**src/rtl/seq_multiplier_param_if.sv**
```systemverilog
// Operand/result handshake bundle for seq_multiplier_param.
// The master drives operands and accepts results; the slave is the multiplier.
interface seq_multiplier_param_if #(
  parameter int WIDTH = 16
);
  logic                   valid_in;
  logic                   ready_in;
  logic [WIDTH-1:0]       multiplicand;
  logic [WIDTH-1:0]       multiplier;
  logic                   signed_mode;
  logic [2*WIDTH-1:0]     product;
  logic                   valid_out;
  logic                   ready_out;
  logic                   busy;

  modport master (
    output valid_in, multiplicand, multiplier, signed_mode, ready_out,
    input  ready_in, product, valid_out, busy
  );

  modport slave (
    input  valid_in, multiplicand, multiplier, signed_mode, ready_out,
    output ready_in, product, valid_out, busy
  );
endinterface

```
**src/rtl/seq_multiplier_param.sv**
```systemverilog
// Sequential shift-add multiplier, one multiplier bit per cycle, signed/unsigned per transaction.
// Optional SEQ_MUL_EARLY_TERM_EN: leave CALC once all remaining multiplier bits are zero.
module seq_multiplier_param #(
  parameter int WIDTH = 16
) (
  input  logic                  clk,
  input  logic                  rst,
  seq_multiplier_param_if.slave bus
);

  localparam int            CW   = $clog2(WIDTH);
  localparam logic [CW-1:0] LAST = CW'(WIDTH - 1);

  typedef enum logic [1:0] {
    IDLE = 2'd0,
    CALC = 2'd1,
    DONE = 2'd2
  } state_t;

  state_t               state_reg;
  logic [WIDTH-1:0]     a_reg;
  logic [WIDTH-1:0]     b_reg;
  logic                 mode_reg;
  logic [CW-1:0]        cnt_reg;
  logic [2*WIDTH:0]     acc_reg;
  logic [2*WIDTH-1:0]   product_reg;
  logic                 valid_out_reg;
  logic                 ready_in_reg;
  logic                 busy_reg;

  logic [WIDTH:0]       a_ext;
  logic [WIDTH:0]       hi;
  logic [WIDTH:0]       sum;
  logic                 fill;
  logic [2*WIDTH:0]     acc_next;
  logic                 last_bit;
  logic [2*WIDTH-1:0]   product_next;
`ifdef SEQ_MUL_EARLY_TERM_EN
  logic [CW-1:0]        rem;
`endif

  // Upper WIDTH+1 bits hold the running partial sum; the low half collects
  // product bits as they are shifted out of the adder.
  always_comb begin
    a_ext = mode_reg ? {a_reg[WIDTH-1], a_reg} : {1'b0, a_reg};
    hi    = acc_reg[2*WIDTH:WIDTH];
    sum   = hi;
    if (b_reg[0]) begin
      // Two's complement: the MSB of B carries weight -2^(WIDTH-1).
      if (mode_reg && (cnt_reg == LAST)) begin
        sum = hi - a_ext;
      end else begin
        sum = hi + a_ext;
      end
    end
    fill     = mode_reg & sum[WIDTH];
    acc_next = (2*WIDTH+1)'({fill, sum, acc_reg[WIDTH-1:0]} >> 1);
`ifdef SEQ_MUL_EARLY_TERM_EN
    // Skipped iterations would only shift, so apply the remaining shifts at once.
    rem      = LAST - cnt_reg;
    last_bit = (cnt_reg == LAST) || (b_reg[WIDTH-1:1] == '0);
    if (mode_reg) begin
      product_next = (2*WIDTH)'($signed(acc_next) >>> rem);
    end else begin
      product_next = (2*WIDTH)'(acc_next >> rem);
    end
`else
    last_bit     = (cnt_reg == LAST);
    product_next = acc_next[2*WIDTH-1:0];
`endif
  end

  always_ff @(posedge clk or negedge rst) begin
    if (!rst) begin
      state_reg     <= IDLE;
      a_reg         <= '0;
      b_reg         <= '0;
      mode_reg      <= 1'b0;
      cnt_reg       <= '0;
      acc_reg       <= '0;
      product_reg   <= '0;
      valid_out_reg <= 1'b0;
      ready_in_reg  <= 1'b1;
      busy_reg      <= 1'b0;
    end else begin
      case (state_reg)
        IDLE: begin
          if (bus.valid_in && ready_in_reg) begin
            a_reg        <= bus.multiplicand;
            b_reg        <= bus.multiplier;
            mode_reg     <= bus.signed_mode;
            acc_reg      <= '0;
            cnt_reg      <= '0;
            ready_in_reg <= 1'b0;
            busy_reg     <= 1'b1;
            state_reg    <= CALC;
          end
        end
        CALC: begin
          acc_reg <= acc_next;
          b_reg   <= b_reg >> 1;
          cnt_reg <= cnt_reg + 1'b1;
          if (last_bit) begin
            product_reg   <= product_next;
            valid_out_reg <= 1'b1;
            state_reg     <= DONE;
          end
        end
        DONE: begin
          // Product stays frozen until the consumer takes it.
          if (bus.ready_out) begin
            valid_out_reg <= 1'b0;
            busy_reg      <= 1'b0;
            ready_in_reg  <= 1'b1;
            state_reg     <= IDLE;
          end
        end
        default: begin
          state_reg     <= IDLE;
          valid_out_reg <= 1'b0;
          busy_reg      <= 1'b0;
          ready_in_reg  <= 1'b1;
        end
      endcase
    end
  end

  assign bus.ready_in  = ready_in_reg;
  assign bus.product   = product_reg;
  assign bus.valid_out = valid_out_reg;
  assign bus.busy      = busy_reg;

endmodule

```
**src/flat_wrapper.sv**
```systemverilog
// flat-port wrapper written by rule: the top's interface ports become plain ports
module seq_multiplier_param_flat 
#(
  parameter int WIDTH = 16
)
  (clk, rst, bus_valid_in, bus_multiplicand, bus_multiplier, bus_signed_mode, bus_ready_out, bus_ready_in, bus_product, bus_valid_out, bus_busy);
  seq_multiplier_param_if #(.WIDTH(WIDTH)) bus_i ();
  input  logic clk;
  input  logic rst;
  input wire logic [$bits(bus_i.valid_in)-1:0] bus_valid_in;
  input wire logic [$bits(bus_i.multiplicand)-1:0] bus_multiplicand;
  input wire logic [$bits(bus_i.multiplier)-1:0] bus_multiplier;
  input wire logic [$bits(bus_i.signed_mode)-1:0] bus_signed_mode;
  input wire logic [$bits(bus_i.ready_out)-1:0] bus_ready_out;
  output wire logic [$bits(bus_i.ready_in)-1:0] bus_ready_in;
  output wire logic [$bits(bus_i.product)-1:0] bus_product;
  output wire logic [$bits(bus_i.valid_out)-1:0] bus_valid_out;
  output wire logic [$bits(bus_i.busy)-1:0] bus_busy;
  assign bus_i.valid_in = bus_valid_in;
  assign bus_i.multiplicand = bus_multiplicand;
  assign bus_i.multiplier = bus_multiplier;
  assign bus_i.signed_mode = bus_signed_mode;
  assign bus_i.ready_out = bus_ready_out;
  assign bus_ready_in = bus_i.ready_in;
  assign bus_product = bus_i.product;
  assign bus_valid_out = bus_i.valid_out;
  assign bus_busy = bus_i.busy;
  seq_multiplier_param #(.WIDTH(WIDTH)) u_core (.clk(clk), .rst(rst), .bus(bus_i));
endmodule
```
**config.mk**
```make
export PLATFORM = sky130hd
export DESIGN_NAME = seq_multiplier_param_flat
export DESIGN_NICKNAME = d
export VERILOG_FILES = /design/src/rtl/seq_multiplier_param_if.sv /design/src/rtl/seq_multiplier_param.sv /design/src/flat_wrapper.sv
export SDC_FILE = /design/constraint.sdc
export NUM_CORES = 1
export LEC_CHECK = 0
export CORE_MARGIN = 2
export CORE_UTILIZATION = 35
export CTS_BUF_LIST = sky130_fd_sc_hd__clkbuf_8
export DETAILED_ROUTE_END_ITERATION = 6
export DONT_BUFFER_PORTS = 1
export SLEW_MARGIN = 20
export SYNTH_ARGS = -nofsm -noshare
export SYNTH_HDL_FRONTEND = slang
export SYNTH_SLANG_ARGS = --single-unit
```
**constraint.sdc**
```tcl
create_clock -name clk -period 5.2 [get_ports clk]
set_input_delay 0 -clock clk [delete_from_list [all_inputs] [get_ports clk]]
set_output_delay 0 -clock clk [all_outputs]
set_load 0.02 [all_outputs]
```
==> impl_results.rst, run 1 <==
.. list-table::
   :header-rows: 1

   * - Metric
     - Value
   * - CTS sink count
     - 106
   * - Pre-CTS worst setup slack
     - 1.55 ns
   * - Final setup vio count
     - 0
   * - Xor-xnor portion of the synthesized cell area
     - between 4 and 5%
   * - Worst hold slack across all endpoints
     - 0.232 ns
   * - Root cell of the clock tree
     - sky130_fd_sc_hd__clkbuf_8
   * - Clock Tree Buf Depth
     - 2
   * - Synthesized net count
     - 660
   * - Placed instance area
     - between 0.005 and 0.006 mm^2
   * - Static leakage
     - 2.82 nW
   * - Adder-Cell Fraction of Synth Area
     - 4.60%
   * - Final wirelength
     - 12,700 um
   * - H-tree levels
     - 3
   * - Post-DP HPWL
     - 8500 um
   * - CTS Buf Count
     - 9
   * - DRC errors left
     - 0
   * - Compound-gate portion of the synthesized area
     - between 10% and 20%
   * - Post-route standard cell area excluding fillers
     - 0.00607 mm^2
   * - Sequential-to-total area share from yosys stat
     - 49.8%
   * - Core occupancy in the finished layout
     - 40.3%
   * - Setup repair after global routing missed its margin
     - no
   * - Most instantiated flip-flop cell in the synthesis netlist
     - sky130_fd_sc_hd__dfrtp_1
   * - Proportion of synthesized area in mux cells
     - about 1.9%
   * - Antenna violations before repair
     - 0
   * - All-layer global routing usage
     - roughly 17%
   * - Pin count of the biggest net entering global routing
     - about 110
   * - Clock latency reported for the late side of the worst-skew pair
     - 0.39 ns
   * - Number of slew-limit violations in the final report
     - 0
   * - Netlist cell types
     - 52
   * - Fraction of registers with async set/reset
     - 100%
   * - Growth of design area from synthesis to finish
     - 13.8%
   * - Floorplan core area
     - approximately 0.015 mm^2
   * - Nets@finish
     - 685
   * - Die footprint
     - 0.0162 mm^2
   * - I/O Buffers
     - 0
   * - Maximum ir drop on the vdd rail
     - 0.000212 V
   * - Via count of the first global-routing pass
     - 4,295
   * - End of the worst register-to-register path
     - u_core.acc_reg[31]
   * - Floorplan die height
     - 127 um
   * - Total via count in the routed design
     - 4,306
   * - EDFF count, synth
     - 0
   * - Type of element capturing the critical path
     - register
   * - Total power
     - 4.08 mW
   * - Number of nets with antenna violations after routing
     - 0
   * - Total iterations of the first detailed-routing run
     - 5
   * - Final-layout setup total negative slack
     - 0 ns
   * - Top-area cell type share of the netlist area
     - 49.3%
   * - Ant diodes
     - 0
   * - GP Congestion
     - 0.962
   * - Warning count from the yosys run
     - 0
   * - Top-level I/O count
     - 72
   * - Instance count after placement with tap cells included
     - 769
   * - Top Metal Used
     - met4
   * - Tightest slew margin relative to the limit
     - 45.3%
   * - Hold violation count in the final report
     - 0
   * - Wire length on met1
     - between 5000 and 6000 um
   * - Register bit total from synthesis
     - 106
   * - Synth area leader
     - sky130_fd_sc_hd__dfrtp_1
   * - Total congestion overflow
     - 0
   * - Crit Path Max Fanout
     - 9
   * - Initial cell density of the core
     - between 30% and 40%
   * - Number of standard cells after synthesis
     - 604
   * - Wire per inst
     - 15.5 um
   * - Share of post-route cells with drive strength above 1
     - 5.36%
   * - Post-detailed-route via-to-cell ratio
     - 5.24
   * - HP Class
     - in -> async
   * - CP Data Arrival Time
     - about 4 ns
   * - Max-cap violation count
     - 0
   * - Rows
     - 45
   * - Total area of multi-input combinational cells
     - approximately 0.0025 mm^2
   * - Layout filler cell count
     - 1,432
   * - Worst setup path startpoint
     - u_core.cnt_reg[0]
   * - Transition time at the pin with the least slew margin
     - 0.820 ns
   * - Largest family of logic cells by synthesized area
     - simple AND/OR/NAND/NOR gates
   * - Highest Clock Rate
     - 0.270 GHz
   * - Die width
     - about 130 um
   * - Total power density per cell area
     - 672 mW/mm^2
   * - TritonCTS clock tree
     - yes
   * - Wire length of the first global-routing pass
     - 21,600 um
   * - Avg Synthesized Cell Area
     - about 9 um^2
   * - Top area cells in the synthesized netlist
     - sky130_fd_sc_hd__dfrtp_1, sky130_fd_sc_hd__nand2_1, sky130_fd_sc_hd__o21ai_0
   * - Detailed-routed wire length on met3
     - 601 um
   * - Status
     - complete, no violations
   * - Area taken by flip-flops and latches
     - 0.00265 mm^2
   * - DR iter-0 viols
     - 250
   * - Setup slack, reg-to-reg
     - 1.50 ns
   * - Met2 wirelength from detailed routing
     - 5980 um
   * - Post-Synth Simple-Gate Area
     - 21.1%
   * - Worst Setup Start Kind
     - register
   * - Post-CTS Setup Inserts
     - 0
   * - End point of the critical path
     - u_core.acc_reg[31]
   * - Final period util
     - 71.1%
   * - Setup WS post-layout
     - 1.50 ns
   * - Min cycle time layout
     - 3.70 ns
   * - Crit path required time
     - 5.45 ns
   * - Depth of the worst register-to-register path
     - 13
   * - Startpoint of the worst-slack reg-to-reg timing path
     - u_core.cnt_reg[0]
   * - Post-Synthesis Cell Area
     - 0.00533 mm^2
   * - Clock Skews
     - approximately 0.014 ns
   * - Finished Layout Cells
     - 822
   * - Critical setup path kind
     - reg -> reg
   * - Clock slew seen by the registers of the worst setup and hold paths
     - 0.11 ns
==> placed cells by master (no fill, tap or decap), types with 2 or more instances in the layout <==
cell,n
sky130_fd_sc_hd__inv_1,10
sky130_fd_sc_hd__o21ai_0,58
sky130_fd_sc_hd__o22ai_1,16
sky130_fd_sc_hd__o31ai_1,4
sky130_fd_sc_hd__and3_1,3
sky130_fd_sc_hd__ha_1,18
sky130_fd_sc_hd__nand2_1,160
sky130_fd_sc_hd__a21oi_1,18
sky130_fd_sc_hd__nor3_1,3
sky130_fd_sc_hd__a211o_1,3
sky130_fd_sc_hd__o21ai_1,13
sky130_fd_sc_hd__xnor2_1,16
sky130_fd_sc_hd__nor2b_1,6
sky130_fd_sc_hd__nand3_1,19
sky130_fd_sc_hd__dlygate4sd3_1,36
sky130_fd_sc_hd__o21a_1,3
sky130_fd_sc_hd__nand2b_1,8
sky130_fd_sc_hd__clkinvlp_4,2
sky130_fd_sc_hd__buf_4,5
sky130_fd_sc_hd__nand3b_1,2
sky130_fd_sc_hd__dfrtp_1,105
sky130_fd_sc_hd__a21o_1,3
sky130_fd_sc_hd__nor2_1,50
sky130_fd_sc_hd__xor2_1,11
sky130_fd_sc_hd__nand4_1,2
sky130_fd_sc_hd__nor4_2,2
sky130_fd_sc_hd__clkbuf_8,9
sky130_fd_sc_hd__mux2i_1,9
sky130_fd_sc_hd__a31oi_1,9
==> critical path, cell delays in order, from the launching register on <==
cell and delay, ns:
sky130_fd_sc_hd__dfrtp_1 0.40, sky130_fd_sc_hd__ha_1 0.21, sky130_fd_sc_hd__nand3_1 0.14, sky130_fd_sc_hd__nor2_1 0.48, sky130_fd_sc_hd__a21oi_1 0.12, sky130_fd_sc_hd__xnor2_1 0.30
sky130_fd_sc_hd__ha_1 0.36, sky130_fd_sc_hd__a211oi_2 0.25, sky130_fd_sc_hd__nor2_1 0.11, sky130_fd_sc_hd__or4_4 0.50, sky130_fd_sc_hd__o21ai_2 0.15, sky130_fd_sc_hd__mux2i_1 0.22
sky130_fd_sc_hd__xnor2_1 0.20, sky130_fd_sc_hd__o22ai_1 0.12
==> what timing repair did <==
| action | 4_1_cts | 5_1_grt |
|---|---|---|
| resized for setup | 0 | 0 |
| endpoints found under the hold margin | 143 | 0 |
| hold buffers | 37 | 0 |
==> power by group <==
part           internal [mW]  leakage, nW  switching (mW)  total [mW]
sequential              1.17         1.34           0.446        1.61
clock                  0.178       0.0889           0.302       0.480
combinational          0.832         1.39            1.15        1.98
total                   2.18         2.82            1.90        4.08
==> Yosys cell counts (all sizes together), types with 5 or more instances <==
cell type and number:
ha 18, inv 9, xnor2 16, o21ai 72, nand2b 9, o22ai 16
a21oi 19, nor2 51, nand3 19, clkbuf 24, o31ai 5, dfrtp 105
a31oi 9, xor2 11, mux2i 9, nor2b 6, nand2 160
==> routing by layer <==
metal,vias up,global-route usage (%)
met5,-,0
met2,102,26.2
li1,2112,-
met1,2079,22.7
met4,0,7.18
met3,13,3.14
==> area by class of cell <==
cell class,count,share of cell area (%)
Inverter,10,0.619
Tap cell,188,3.88
Multi-Input combinational cell,460,41.8
Sequential cell,106,43.8
Clock inverter,7,0.866
Timing Repair Buffer,42,7.01
Clock buffer,9,2.04
==> cell families after synthesis <==
logic type	count (synthesis)
buf+inv	38
fa+ha+maj	19
mux	10
compound gates	140
simple gates	264
xor+xnor	27
flops	106
==> worst min-delay path by stage <==
stage / endpoint / slack [ns] / cells after the start
3_3_place_gp: u_core.b_reg[12] / -0.29 / 0
5_1_grt: u_core.bus.product[14] / 0.25 / 2
6_report: u_core.bus.product[14] / 0.23 / 2
2_1_floorplan: u_core.a_reg[0] / -0.30 / 0
3_5_place_dp: u_core.b_reg[14] / -0.29 / 0
4_1_cts: u_core.a_reg[15] / 0.22 / 3
No activity file was read; power rests on OpenSTA's default activity.
==> run 2: changes to the inputs <==
==> constraint.sdc (replaced) <==
create_clock -name clk -period 3.45 [get_ports clk]
set_input_delay 0 -clock clk [delete_from_list [all_inputs] [get_ports clk]]
set_output_delay 0 -clock clk [all_outputs]
set_load 0.02 [all_outputs]
==> run 2 against run 1 <==
  * Sequential power up 50%
  * Combinational power up 87%
  * Cell count up 3.5%
  * Hold slack worse by 0.19 ns
  * Sequential share of layout area down 2.4 points
  * Clock power up 60%
  * Utilization up 2.3 points
  * Largest power group unchanged
==> impl_results.rst, run 2 (synthesized netlist as in run 1, its figures left out) <==
.. list-table::
   :header-rows: 1

   * - Metric
     - Value
   * - Nets@finish
     - 714 (+4.2%)
   * - Final period util
     - 98.0% (+27 points)
   * - Type of element capturing the critical path
     - register
   * - HP Class
     - in -> reg
   * - Wire length of the first global-routing pass
     - 21,900 um (+1.6%)
   * - All-layer global routing usage
     - 16.8% (+0.14 points)
   * - Critical setup path kind
     - reg -> reg
   * - Floorplan die height
     - 127 um (unchanged)
   * - Antenna violations before repair
     - 0 (unchanged)
   * - Rows
     - 45 (unchanged)
   * - Final setup vio count
     - 0 (unchanged)
   * - Initial cell density of the core
     - 35.5% (unchanged)
   * - Via count of the first global-routing pass
     - 4,386 (+2.1%)
   * - Setup repair after global routing missed its margin
     - yes
   * - Pin count of the biggest net entering global routing
     - 107 (unchanged)
   * - GP Congestion
     - 0.829 (-14%)
   * - Total congestion overflow
     - 0 (unchanged)
   * - Crit path max-delay family
     - simple AND/OR/NAND/NOR gates
   * - Total iterations of the first detailed-routing run
     - 4 (-1)
   * - Clock Tree Buf Depth
     - 2 (unchanged)
   * - Floorplan core area
     - 0.0150 mm^2 (unchanged)
   * - Cell with the largest stage delay on the worst path
     - sky130_fd_sc_hd__or4_4
   * - DRC errors left
     - 0 (unchanged)
   * - Worst setup path startpoint
     - u_core.a_reg[2]
   * - Static leakage
     - 3.00 nW (+6.3%)
   * - Wire per inst
     - 15.5 um (about the same)
   * - Die footprint
     - 0.0162 mm^2 (unchanged)
   * - Top-level I/O count
     - 72 (unchanged)
   * - Hold violation count in the final report
     - 0 (unchanged)
   * - Series of cell instances along the critical path
     - nor3_2 -> nand2b_1 -> nor4_4 -> buf_4 -> a31oi_1 -> xnor2_1 -> ha_1 -> a21oi_2 -> o21ai_1 -> or4_4 -> o21ai_4 -> mux2i_2 -> xnor2_2 -> o22ai_1
   * - H-tree levels
     - 3 (unchanged)
   * - Tightest slew margin relative to the limit
     - 45.3% (about the same)
   * - Die width
     - 127 um (unchanged)
   * - Core occupancy in the finished layout
     - 42.7% (+2.3 points)
   * - Total power density per cell area
     - 1070 mW/mm^2 (+60%)
   * - I/O Buffers
     - 0 (unchanged)
   * - Min-Delay Startpoint
     - bus_valid_in
   * - CTS Buf Count
     - 9 (unchanged)
   * - Max-cap violation count
     - 0 (unchanged)
   * - Maximum ir drop on the vdd rail
     - 0.000332 V (+57%)
   * - Met2 wirelength from detailed routing
     - 6250 um (+4.4%)
   * - Worst Setup Start Kind
     - register
   * - Top Metal Used
     - met4
   * - Final-layout setup total negative slack
     - 0 ns (unchanged)
   * - Total via count in the routed design
     - 4,424 (+2.7%)
   * - Final wirelength
     - 13,200 um (+3.6%)
   * - Min cycle time layout
     - 3.38 ns (-0.319 ns)
   * - Detailed-routed wire length on met3
     - 560 um (-6.8%)
   * - Share of post-route cells with drive strength above 1
     - 12.1% (+6.7 points)
   * - Number of nets with antenna violations after routing
     - 0 (unchanged)
   * - Leading cell type in the layout, fill and taps excluded
     - sky130_fd_sc_hd__nand2_1
   * - Highest Clock Rate
     - 0.296 GHz (+9.4%)
   * - CTS sink count
     - 106 (unchanged)
   * - Root cell of the clock tree
     - sky130_fd_sc_hd__clkbuf_8
   * - Post-detailed-route via-to-cell ratio
     - 5.20 (-0.76%)
   * - Crit Path Max Fanout
     - 4 (-5)
   * - Wire length on met1
     - 6150 um (+4.2%)
   * - Clock slew seen by the registers of the worst setup and hold paths
     - 0.11 ns (about the same)
   * - Clock latency reported for the late side of the worst-skew pair
     - 0.39 ns (about the same)
   * - Ant diodes
     - 0 (unchanged)
   * - DR iter-0 viols
     - 244 (-2.4%)
   * - Crit path required time
     - 3.71 ns (-1.74 ns)
   * - Number of slew-limit violations in the final report
     - 0 (unchanged)
   * - Growth of design area from synthesis to finish
     - 20.4%
   * - Status
     - complete, no violations
   * - Clock Skews
     - 0.0102 ns (-0.00363 ns)
   * - TritonCTS clock tree
     - yes
   * - Max incr delay on CP
     - 0.43 ns (-0.07 ns)
   * - Commonest cells after routing, fill and taps aside
     - sky130_fd_sc_hd__nand2_1, sky130_fd_sc_hd__dfrtp_1, sky130_fd_sc_hd__o21ai_0
   * - Startpoint of the worst-slack reg-to-reg timing path
     - u_core.a_reg[2]
   * - Transition time at the pin with the least slew margin
     - 0.818 ns (-0.00139 ns)
   * - Post-DP HPWL
     - 9090 um (+6.9%)
   * - CP Data Arrival Time
     - 3.64 ns (-0.31 ns)
   * - Buffers and inverters on the worst path
     - 1 (+1)
run 2: cell types whose count changed in the layout (fill, tap and decap cells not counted), moves of 3 or more:
cell and change:
sky130_fd_sc_hd__o21ai_0 -5, sky130_fd_sc_hd__o21ai_1 +3, sky130_fd_sc_hd__buf_4 +30, sky130_fd_sc_hd__a21oi_2 +4, sky130_fd_sc_hd__a21oi_1 -4
run 2: worst register-to-register path: stages (launching register included):
cell and delay [ns]:
sky130_fd_sc_hd__dfrtp_1 0.40, sky130_fd_sc_hd__nor3_2 0.21, sky130_fd_sc_hd__nand2b_1 0.13, sky130_fd_sc_hd__nor4_4 0.31, sky130_fd_sc_hd__buf_4 0.19, sky130_fd_sc_hd__a31oi_1 0.09, sky130_fd_sc_hd__xnor2_1 0.16, sky130_fd_sc_hd__ha_1 0.35
sky130_fd_sc_hd__a21oi_2 0.19, sky130_fd_sc_hd__o21ai_1 0.07, sky130_fd_sc_hd__or4_4 0.43, sky130_fd_sc_hd__o21ai_4 0.16, sky130_fd_sc_hd__mux2i_2 0.28, sky130_fd_sc_hd__xnor2_2 0.17, sky130_fd_sc_hd__o22ai_1 0.11
run 2: layer usage:
layer  global-route usage [%]  vias up
met5                        0        -
met4                     6.33        0
met3                     3.22       15
met2                     26.9       84
met1                     22.8     2158
li1                         -     2167
run 2: area by class of cell:
cell class / instances / area [um^2]
Fill cell: 1426 / 8620
Timing Repair Buffer: 71 / 641
Inverter: 10 / 37.5
Clock buffer: 10 / 138
Multi-Input combinational cell: 460 / 2650
Clock inverter: 6 / 58.8
Tap cell: 188 / 235
Sequential cell: 106 / 2650
run 2: final timing paths:
path | endpoint | slack, ns | cells past startpoint
setup / recovery | u_core.acc_reg[31] | 0.07 | 14
hold / removal | u_core.bus.ready_in | 0.04 | 3
setup reg to reg | u_core.acc_reg[31] | 0.07 | 14
hold reg to reg | u_core.bus.product[10] | 0.50 | 2
max in group asynchronous | u_core.bus.product[29] | 2.85 | 2
min in group asynchronous | u_core.b_reg[11] | 0.20 | 2
run 2: per-stage QoR:
step	hold WS, ns	instance area [um^2]	std cells	total power [mW]	setup slack, ns
6_report	0.0370	6420	851	6.89	0.0692
5_1_grt	0.0793	6420	851	7.52	-0.228
4_1_cts	0.0124	6300	850	6.74	0.0434
3_5_place_dp	-0.293	5720	798	5.88	0.0235
3_3_place_gp	-0.292	5720	798	5.78	0.147
2_1_floorplan	-0.296	5330	604	4.74	0.256
run 2: power by group:
group	total [mW]	internal (mW)	switching, mW
registers	2.41	1.77	0.647
logic	3.71	1.67	2.04
clock network	0.769	0.298	0.471
total	6.89	3.73	3.16
run 2: repair_timing:
action | in CTS | in global routing
gates cloned | 0 | 0
hold buffers | 36 | 0
setup buffers | 0 | 1
endpoints found under the hold margin | 143 | 0
gates resized for setup | 1 | 23
pin swaps | 0 | 7
endpoints found under the setup margin | 1 | 15
